[src/rtl/dma_line_reader.sv]
// dma_line_reader: read-DMA front end. Turns a start request into a series of
// BEATS-beat, 32-bit read bursts and packs each burst into one line that is
// presented on dma_data with a single-cycle dma_done pulse.
module dma_line_reader #(
    parameter int BEATS = 8,
    parameter int LEN_W = 16
) (
    input  logic                clk,
    input  logic                rst,
    input  logic                dma_start,
    input  logic [31:0]         addr,
    input  logic [LEN_W-1:0]    line_cnt,
    output logic                busy,
    output logic [32*BEATS-1:0] dma_data,
    output logic                dma_done,
    output logic                xfer_done,
    output logic                err,
    output logic                ar_valid,
    input  logic                ar_ready,
    output logic [31:0]         ar_addr,
    output logic [7:0]          ar_len,
    input  logic                r_valid,
    input  logic [31:0]         r_data,
    input  logic                r_last,
    output logic                r_ready
);
    localparam int                LINE_W     = 32 * BEATS;
    localparam int                BCNT_W     = (BEATS > 1) ? $clog2(BEATS) : 1;
    localparam logic [31:0]       LINE_BYTES = 32'(4 * BEATS);
    localparam logic [31:0]       ALIGN_MASK = LINE_BYTES - 32'd1;
    localparam logic [BCNT_W-1:0] LAST_BEAT  = BCNT_W'(BEATS - 1);

    typedef enum logic [1:0] {
        S_IDLE = 2'd0,
        S_ADDR = 2'd1,
        S_DATA = 2'd2,
        S_DONE = 2'd3
    } state_t;

    state_t              state_r,     state_s;
    logic [31:0]         cur_addr_r,  cur_addr_s;
    logic [LEN_W-1:0]    remaining_r, remaining_s;
    logic [BCNT_W-1:0]   beat_cnt_r,  beat_cnt_s;
    logic [LINE_W-1:0]   line_r,      line_s;
    logic                empty_r,     empty_s;     // current DONE carries no line
    logic                err_r,       err_s;
    logic [31:0]         ar_addr_r,   ar_addr_s;
    logic [LINE_W-1:0]   dma_data_r,  dma_data_s;
    logic                dma_done_r,  dma_done_s;
    logic                xfer_done_r, xfer_done_s;
    logic                busy_r;
    logic                ar_valid_r;
    logic                r_ready_r;
    logic                last_beat_s;

    // Place one 32-bit beat into its slot of the line; beat 0 lands in the LSBs.
    function automatic logic [LINE_W-1:0] insert_beat(input logic [LINE_W-1:0] line,
                                                      input logic [BCNT_W-1:0] idx,
                                                      input logic [31:0]       beat);
        logic [LINE_W-1:0] res;
        res = line;
        res[32 * int'(idx) +: 32] = beat;
        return res;
    endfunction

    assign last_beat_s = (beat_cnt_r == LAST_BEAT);

    // Next-state and next-register computation for the line-fetch sequence
    always_comb begin
        state_s     = state_r;
        cur_addr_s  = cur_addr_r;
        remaining_s = remaining_r;
        beat_cnt_s  = beat_cnt_r;
        line_s      = line_r;
        empty_s     = empty_r;
        err_s       = err_r;
        ar_addr_s   = ar_addr_r;
        dma_data_s  = dma_data_r;
        dma_done_s  = 1'b0;
        xfer_done_s = 1'b0;
        case (state_r)
            S_IDLE: begin
                if (dma_start) begin
                    cur_addr_s  = addr;
                    remaining_s = line_cnt;
                    err_s       = 1'b0;
                    if ((addr & ALIGN_MASK) != 32'd0) begin
                        // misaligned: flag it and finish without touching the bus
                        err_s       = 1'b1;
                        empty_s     = 1'b1;
                        xfer_done_s = 1'b1;
                        state_s     = S_DONE;
                    end else if (line_cnt == {LEN_W{1'b0}}) begin
                        empty_s     = 1'b1;
                        xfer_done_s = 1'b1;
                        state_s     = S_DONE;
                    end else begin
                        empty_s   = 1'b0;
                        ar_addr_s = addr;
                        state_s   = S_ADDR;
                    end
                end else begin
                    state_s = S_IDLE;
                end
            end
            S_ADDR: begin
                if (ar_ready) begin
                    beat_cnt_s = {BCNT_W{1'b0}};
                    state_s    = S_DATA;
                end else begin
                    state_s = S_ADDR;
                end
            end
            S_DATA: begin
                if (r_valid && r_ready_r) begin
                    line_s     = insert_beat(line_r, beat_cnt_r, r_data);
                    beat_cnt_s = beat_cnt_r + BCNT_W'(1);
                    // r_last must coincide exactly with the final beat
                    if (r_last != last_beat_s) begin
                        err_s = 1'b1;
                    end else begin
                        err_s = err_r;
                    end
                    if (last_beat_s) begin
                        dma_data_s  = line_s;
                        dma_done_s  = 1'b1;
                        xfer_done_s = (remaining_r == LEN_W'(1));
                        state_s     = S_DONE;
                    end else begin
                        state_s = S_DATA;
                    end
                end else begin
                    state_s = S_DATA;
                end
            end
            S_DONE: begin
                if (empty_r) begin
                    state_s = S_IDLE;
                end else begin
                    cur_addr_s  = cur_addr_r + LINE_BYTES;
                    remaining_s = remaining_r - LEN_W'(1);
                    if (remaining_s == {LEN_W{1'b0}}) begin
                        state_s = S_IDLE;
                    end else begin
                        ar_addr_s = cur_addr_s;
                        state_s   = S_ADDR;
                    end
                end
            end
            default: begin
                state_s = S_IDLE;
            end
        endcase
    end

    // State and registered outputs; synchronous reset returns everything to idle
    always_ff @(posedge clk) begin
        if (rst) begin
            state_r     <= S_IDLE;
            cur_addr_r  <= 32'd0;
            remaining_r <= {LEN_W{1'b0}};
            beat_cnt_r  <= {BCNT_W{1'b0}};
            line_r      <= {LINE_W{1'b0}};
            empty_r     <= 1'b0;
            err_r       <= 1'b0;
            ar_addr_r   <= 32'd0;
            dma_data_r  <= {LINE_W{1'b0}};
            dma_done_r  <= 1'b0;
            xfer_done_r <= 1'b0;
            busy_r      <= 1'b0;
            ar_valid_r  <= 1'b0;
            r_ready_r   <= 1'b0;
        end else begin
            state_r     <= state_s;
            cur_addr_r  <= cur_addr_s;
            remaining_r <= remaining_s;
            beat_cnt_r  <= beat_cnt_s;
            line_r      <= line_s;
            empty_r     <= empty_s;
            err_r       <= err_s;
            ar_addr_r   <= ar_addr_s;
            dma_data_r  <= dma_data_s;
            dma_done_r  <= dma_done_s;
            xfer_done_r <= xfer_done_s;
            busy_r      <= (state_s != S_IDLE);
            ar_valid_r  <= (state_s == S_ADDR);
            r_ready_r   <= (state_s == S_DATA);
        end
    end

    assign busy      = busy_r;
    assign dma_data  = dma_data_r;
    assign dma_done  = dma_done_r;
    assign xfer_done = xfer_done_r;
    assign err       = err_r;
    assign ar_valid  = ar_valid_r;
    assign ar_addr   = ar_addr_r;
    assign ar_len    = 8'(BEATS - 1);
    assign r_ready   = r_ready_r;

endmodule

[config.mk]
export PLATFORM = sky130hd
export DESIGN_NAME = dma_line_reader
export DESIGN_NICKNAME = d
export VERILOG_FILES = /design/src/rtl/dma_line_reader.sv
export SDC_FILE = /design/constraint.sdc
export NUM_CORES = 1
export LEC_CHECK = 0
export ABC_AREA = 1
export BUFFER_PORTS_ARGS = -buffer_cell sky130_fd_sc_hd__buf_2
export CORE_MARGIN = 4
export CORE_UTILIZATION = 43
export DETAILED_ROUTE_END_ITERATION = 8
export PLACE_DENSITY = 0.67
export SYNTH_ARGS = -nofsm -noshare
export SYNTH_HDL_FRONTEND = slang
export SYNTH_SLANG_ARGS = --single-unit
export TNS_END_PERCENT = 1
[constraint.sdc]
create_clock -name clk -period 3.2 [get_ports clk]
set_input_delay 0.8 -clock clk [delete_from_list [all_inputs] [get_ports clk]]
set_output_delay 0.8 -clock clk [all_outputs]
set_load 0.03 [all_outputs]
Yosys cells after proc, flatten, opt, wreduce, memory -nomap -nowiden:

Cells that the tools add are included.

* bits in registers: 604
* bits of input ports: 86
* output and inout port bits: 302
* logic and storage cells: 92

* add/subtract/negate cells: 4
* equality and inequality tests: 16
* shift-type cells: 2
* multiplexer cells: 37
* bitwise logic cells: 2
* reductions and logical operators: 17

Operators by type and width (number)
* bitwise mux 256 bit: 1
* variable shift 32 x 33 -> 256 bit, first input constant: 1
* indexed part select 32 x 33 -> 256 bit: 1
* two-way mux 32 bit: 7
* one-hot mux 32 bit (2 select lines): 2
* negation 8 -> 33 bit: 1
* adder 32 x 6 -> 32 bit, second input constant: 1
* zero test 16 bit: 2
* two-way mux 16 bit: 2
* one-hot mux 16 bit (2 select lines): 1
* nonzero test 32 bit: 1
* equality test 16 x 1 -> 1 bit, second input constant: 1
* inequality test 2 bit, second input constant: 8
* subtractor 16 x 1 -> 16 bit, second input constant: 1
* two-way mux 1 bit: 13
* two-way mux 2 bit: 5
* AND reduction 3 bit: 3
* one-hot mux 2 bit (4 select lines): 1
* nonzero test 2 bit: 4
* equality test 2 bit, second input constant: 3
* two-way mux 3 bit: 2
* one-hot mux 3 bit (2 select lines): 1
* AND reduction 6 bit: 1
* equality test 2 x 1 -> 1 bit, second input constant: 2
* other kinds (10): 13

Depth between registers and ports, before layout:

* depth in word-level cells: 6
* mapped depth: 16
* mapped depth without buffers: 15

Worst setup path after synthesis:

No wires, ideal clock.

* path type: flip-flop to flip-flop
* start point: register beat_cnt_r[0]
* end point: register dma_data_r[232] (netlist: dma_data[232])
* library setup time: 128 ps
* data arrival time: 2272 ps
* required time: 3072 ps
* setup slack: 800 ps
* cell stages (with the launch flop): 11
* path buffers: 3
* clock period less this slack: 2400 ps
* cell sequence: dfxtp_1 > buf_2 > inv_2 > ha_1 > ha_1 > clkbuf_1 > nor4_2 > clkbuf_1 > nand2_1 > o21ai_0 > o21ai_0

* longest elaborated chain between the ends: 3
* elaborated cells between the ends (all ways): 6
* those cells by class: add/sub: 1; eq/ne: 1; shift: 2; mux: 1; reduce/logical: 1

RTL lines
* from (decl): line 43 `logic [BCNT_W-1:0] beat_cnt_r, beat_cnt_s;`
* from (signal assigned): line 162 `beat_cnt_r <= {BCNT_W{1'b0}};`
* from (signal assigned): line 177 `beat_cnt_r <= beat_cnt_s;`
* negation 8 -> 33 bit: line 62 `res[32 * int'(idx) +: 32] = beat;`
* indexed part select 32 x 33 -> 256 bit / variable shift 32 x 33 -> 256 bit (equally long branches): line 62
* bitwise mux 256 bit: line 62
* to (signal assigned): line 167 `dma_data_r <= {LINE_W{1'b0}};`
* to (signal assigned): line 182 `dma_data_r <= dma_data_s;`
* to (decl): line 48 `logic [LINE_W-1:0] dma_data_r, dma_data_s;`

Several ways; a longest one is shown, not always the timed one.
A chain may end at the register's enable or synchronous reset.

Final worst setup path:

* start point: register beat_cnt_r[1]
* end point: register line_r[136]

* longest elaborated chain between the ends: 3
* elaborated cells between the ends (all ways): 4
* those cells by class: add/sub: 1; shift: 2; mux: 1

RTL lines
* negation 8 -> 33 bit (*): line 62
* indexed part select 32 x 33 -> 256 bit / variable shift 32 x 33 -> 256 bit (equally long branches): line 62
* bitwise mux 256 bit (*): line 62
* to (signal assigned): line 163 `line_r <= {LINE_W{1'b0}};`
* to (signal assigned): line 178 `line_r <= line_s;`
* to (decl): line 44 `logic [LINE_W-1:0] line_r, line_s;`

Mark *: on every way between the ends. The rest lies on a longest branch, timed or not.

==> summary.md <==
| Metric | Value |
|---|---|
| XOR/XNOR Fraction of Synth Area | 0.373% |
| Crit path DAT | 3.17 ns |
| Final clock skew | 0.0162 ns |
| Clock Sinks | 604 |
| Mux cell area share after synthesis | 0.233% |
| Hold slack | 0.466 ns |
| CTS Buf Count | 67 |
| RR Startpoint | beat_cnt_r[1]$_SDFFE_PP0P_ |
| Syn Inst Count | 3625 |
| Largest family of logic cells by synthesized area | compound AO/OA/AOI/OAI gates |
| Yosys warns | 0 |
| Crit start category | register |
| Die height | 253 microns |
| Yosys top cell area share | 46.8% |
| Crit. Startpoint | beat_cnt_r[1]$_SDFFE_PP0P_ |
| Wirelength per Cell | 17.8 microns |
| Mapped Avg Cell Area | 7.12 sq um |
| Post-DP HPWL | 56.3 mm |
| FILL cells | 5845 |
| Main area contributors after synthesis | dfxtp_1 47%, o21ai_0 12%, a21oi_1 8.7%, nor2_1 7.2%, inv_1 6.0% |
| FP Rows | 89 |
| P_leak | 14.3 nW |
| Post-synth top area cell | dfxtp_1 |
| Final setup fails | 0 |
| Clock Latency Late Sink | 0.61 ns |
| CTS tree | done |
| Final ANT Viol Nets | 0 |
| R2R Setup Slk | 0.53 ns |
| CORE AREA | 59200 sq um |
| R2R cell count | 10 |
| Critical path type | register to register |
| R2R Path End | line_r[136]$_SDFFE_PP0P_ |
| Final net count | 3945 |
| Drc violations | 0 |
| Area occupied by multi-input gates | 11100 sq um |
| Area delta synth->final | 18.0% |
| Number of hold violations in the final report | 0 |
| Routed Wire Length | 83.3 mm |
| Clk slew on worst S/H paths | 0.06 ns |
| Hold Crit Class | register to register |
| Via density per instance | 5.19 |
| Worst path required time | 3.69 ns |
| Max-Cap Viols | 0 |
| Postcts setup bufs | 0 |
| Total global-route track usage | 24.9% |
| Worst-Margin Slew | 1.06 ns |
| Tot Pwr | 17.4 mW |
| Root buffer cell | clkbuf_16 |
| #FFs+latches synth | 604 |
| Minimum clock period | 2.67 ns |
| Fin crit share | 83.5% |
| Initial DRC count | 2136 |
| Unrepaired setup endpoints after global routing | no |
| Cell Pwr Density | 571 nW/um^2 |
| GP Congestion | 0.895 |
| Maximum fanout along the worst path | 63 |
| End of the critical path | line_r[136]$_SDFFE_PP0P_ |
| Post-Syn Area | 25800 sq um |
| Congestion Overflow GR | 0 |
| Initial antenna violation count | 14 |
| Worst rel slew slack | 29.1% |
| Worst vdd ir | 0.340 mV |
| Largest net degree at the start of global routing | 175 |
| I/O pins | 388 |
| Vias in the first global route | 21.2k |
| Fraction of layout cells with a size suffix above 1 | 14.6% |
| DIE AREA | 64000 sq um |
| Simple-Gate Fraction of Synth Area | 17.0% |
| Seq/Total Area, Yosys | 46.8% |
| CTS max path bufs | 3 |
| First-pass GRT wire length | 125 mm |
| Pre-antenna DRT Iters | 6 |
| PortBufs | 379 |
| CTS resizes | 0 |
| Status | finished clean |
| Max Fclk | 0.374 GHz |
| TNS Setup | 0 ns |
| Storage cell area | 12100 sq um |
| Slew Viols, Final | 0 |
| Crit. End Element | register |
| Vias | 24.3k |
| Post-CTS Hold Buffers | 0 |
| Initial Util | 43.6% |
| Netlist cell types | 42 |
| Die width | 253 microns |
| Compound-Gate Fraction of Synth Area | 24.5% |
| H-tree depth | 3 |
| Synth Area in Adders | 0.388% |
-- state kept, by name, indices dropped and copies added, names as in the netlist --
signal	count
remaining_r	16
dma_done	1
ar_valid	1
dma_data	256
r_ready	1
empty_r	1
ar_addr	32
xfer_done	1
state_r	2
beat_cnt_r	3
cur_addr_r	32
busy	1
err	1
line_r	256
-- critical path, cell delays in order, from the launching register on --
cell     delay, ns
dfxtp_1       0.33
inv_1         0.12
ha_1          0.16
ha_1          0.27
or2_2         0.19
buf_4         0.59
nor2_1        0.13
nand2_1       0.10
o21ai_0       0.26
o21ai_0       0.27
inv_1         0.07
-- where the power goes --
part           switching (mW)  leakage, nW  total (mW)  internal, mW
Sequential              0.167         4.89        7.92          7.76
Clock                    3.18         1.09        7.85          4.67
Combinational            1.15         8.28        1.61         0.460
-- worst min path at each step --
stage,startpoint,end,slack [ns],cells after the start
floorplan,empty_r$_SDFFE_PP0P_,empty_r$_SDFFE_PP0P_,0.45,2
global placement,empty_r$_SDFFE_PP0P_,empty_r$_SDFFE_PP0P_,0.46,2
detailed placement,empty_r$_SDFFE_PP0P_,empty_r$_SDFFE_PP0P_,0.46,2
CTS,line_cnt[0],remaining_r[0]$_SDFFE_PP0P_,0.45,3
global route,rst,dma_done$_SDFF_PP0_,0.47,2
finish,empty_r$_SDFFE_PP0P_,empty_r$_SDFFE_PP0P_,0.47,2
-- per-layer routing --
| metal | up-vias | track usage (%) | share of wire [%] |
|---|---|---|---|
| li1 | 12305 | - | - |
| met1 | 11094 | 35.6 | 45 |
| met2 | 792 | 37.6 | 44 |
| met3 | 103 | 6.22 | 9.0 |
| met4 | 10 | 6.40 | 2.1 |
| met5 | - | 0 | 0.080 |
-- synthesized netlist by cell type (all sizes together) --
cell type / count
o21ai: 710
dfxtp: 604
nor2: 504
a21oi: 450
inv: 417
nand2: 389
clkbuf: 193
nand3: 124
buf: 85
o211ai: 43
nor3: 19
nand4: 14
a221oi: 10
nand3b: 9
xor2: 9
ha: 8
a31oi: 7
nor4: 7
mux2i: 6
or2: 5
a211oi: 4
a22oi: 2
conb: 2
xnor2: 2
clkinv: 1
o21bai: 1
-- metrics by stage --
| step | worst slack, ns | cells | utilization, % | cell area, sq um |
|---|---|---|---|---|
| global placement | 0.169 | 4555 | 47.6 | 28200 |
| global route | 0.370 | 4675 | 51.4 | 30400 |
| detailed placement | 0.101 | 4555 | 47.6 | 28200 |
| CTS | 0.559 | 4675 | 51.4 | 30400 |
| finish | 0.527 | 4682 | 51.4 | 30500 |
| floorplan | 0.800 | 3631 | - | 25800 |
-- logic make-up (layout without fill, tap and decap cells) --
family	Yosys count	in the layout
AO/OA/AOI/OAI	1227	1227
XOR/XNOR	11	11
adder cells (fa/ha/maj)	8	8
buffers and inverters	696	967
flip-flops	604	604
multiplexers	6	6
other	2	15
AND/OR/NAND/NOR	1071	1071
-- cells in the final DEF (no fill, tap or decap), types with 5 or more instances in the layout --
cell type	synthesis	final
a31oi_1	7	7
nor2_1	497	497
o21ai_0	634	634
buf_4	9	33
a21oi_1	448	448
conb_1	2	8
nor4_1	6	6
buf_2	54	378
inv_1	411	410
a221oi_1	10	10
diode_2	0	7
dfxtp_1	604	604
clkbuf_1	192	18
nand4_1	13	13
mux2i_1	6	6
o21ai_1	76	76
clkbuf_8	0	12
ha_1	8	8
bufinv_16	0	5
nor3_1	8	8
nand2_1	388	388
o211ai_1	43	43
nor3_2	11	11
inv_2	6	5
nand3_1	124	119
buf_12	0	17
clkbuf_16	0	69
clkinv_2	0	7
xor2_1	9	9
nand3b_1	9	9
-- layout make-up --
cell class / instances / share of cell area, %
Antenna cell: 7 / 0.0575
Clock buffer: 99 / 6.43
Clock inverter: 21 / 0.904
Inverter: 418 / 5.21
Multi-Input combinational cell: 2331 / 36.4
Sequential cell: 604 / 39.7
Tap cell: 773 / 3.17
Timing Repair Buffer: 429 / 8.18
Note: power is estimated with default switching activity, not from simulation.
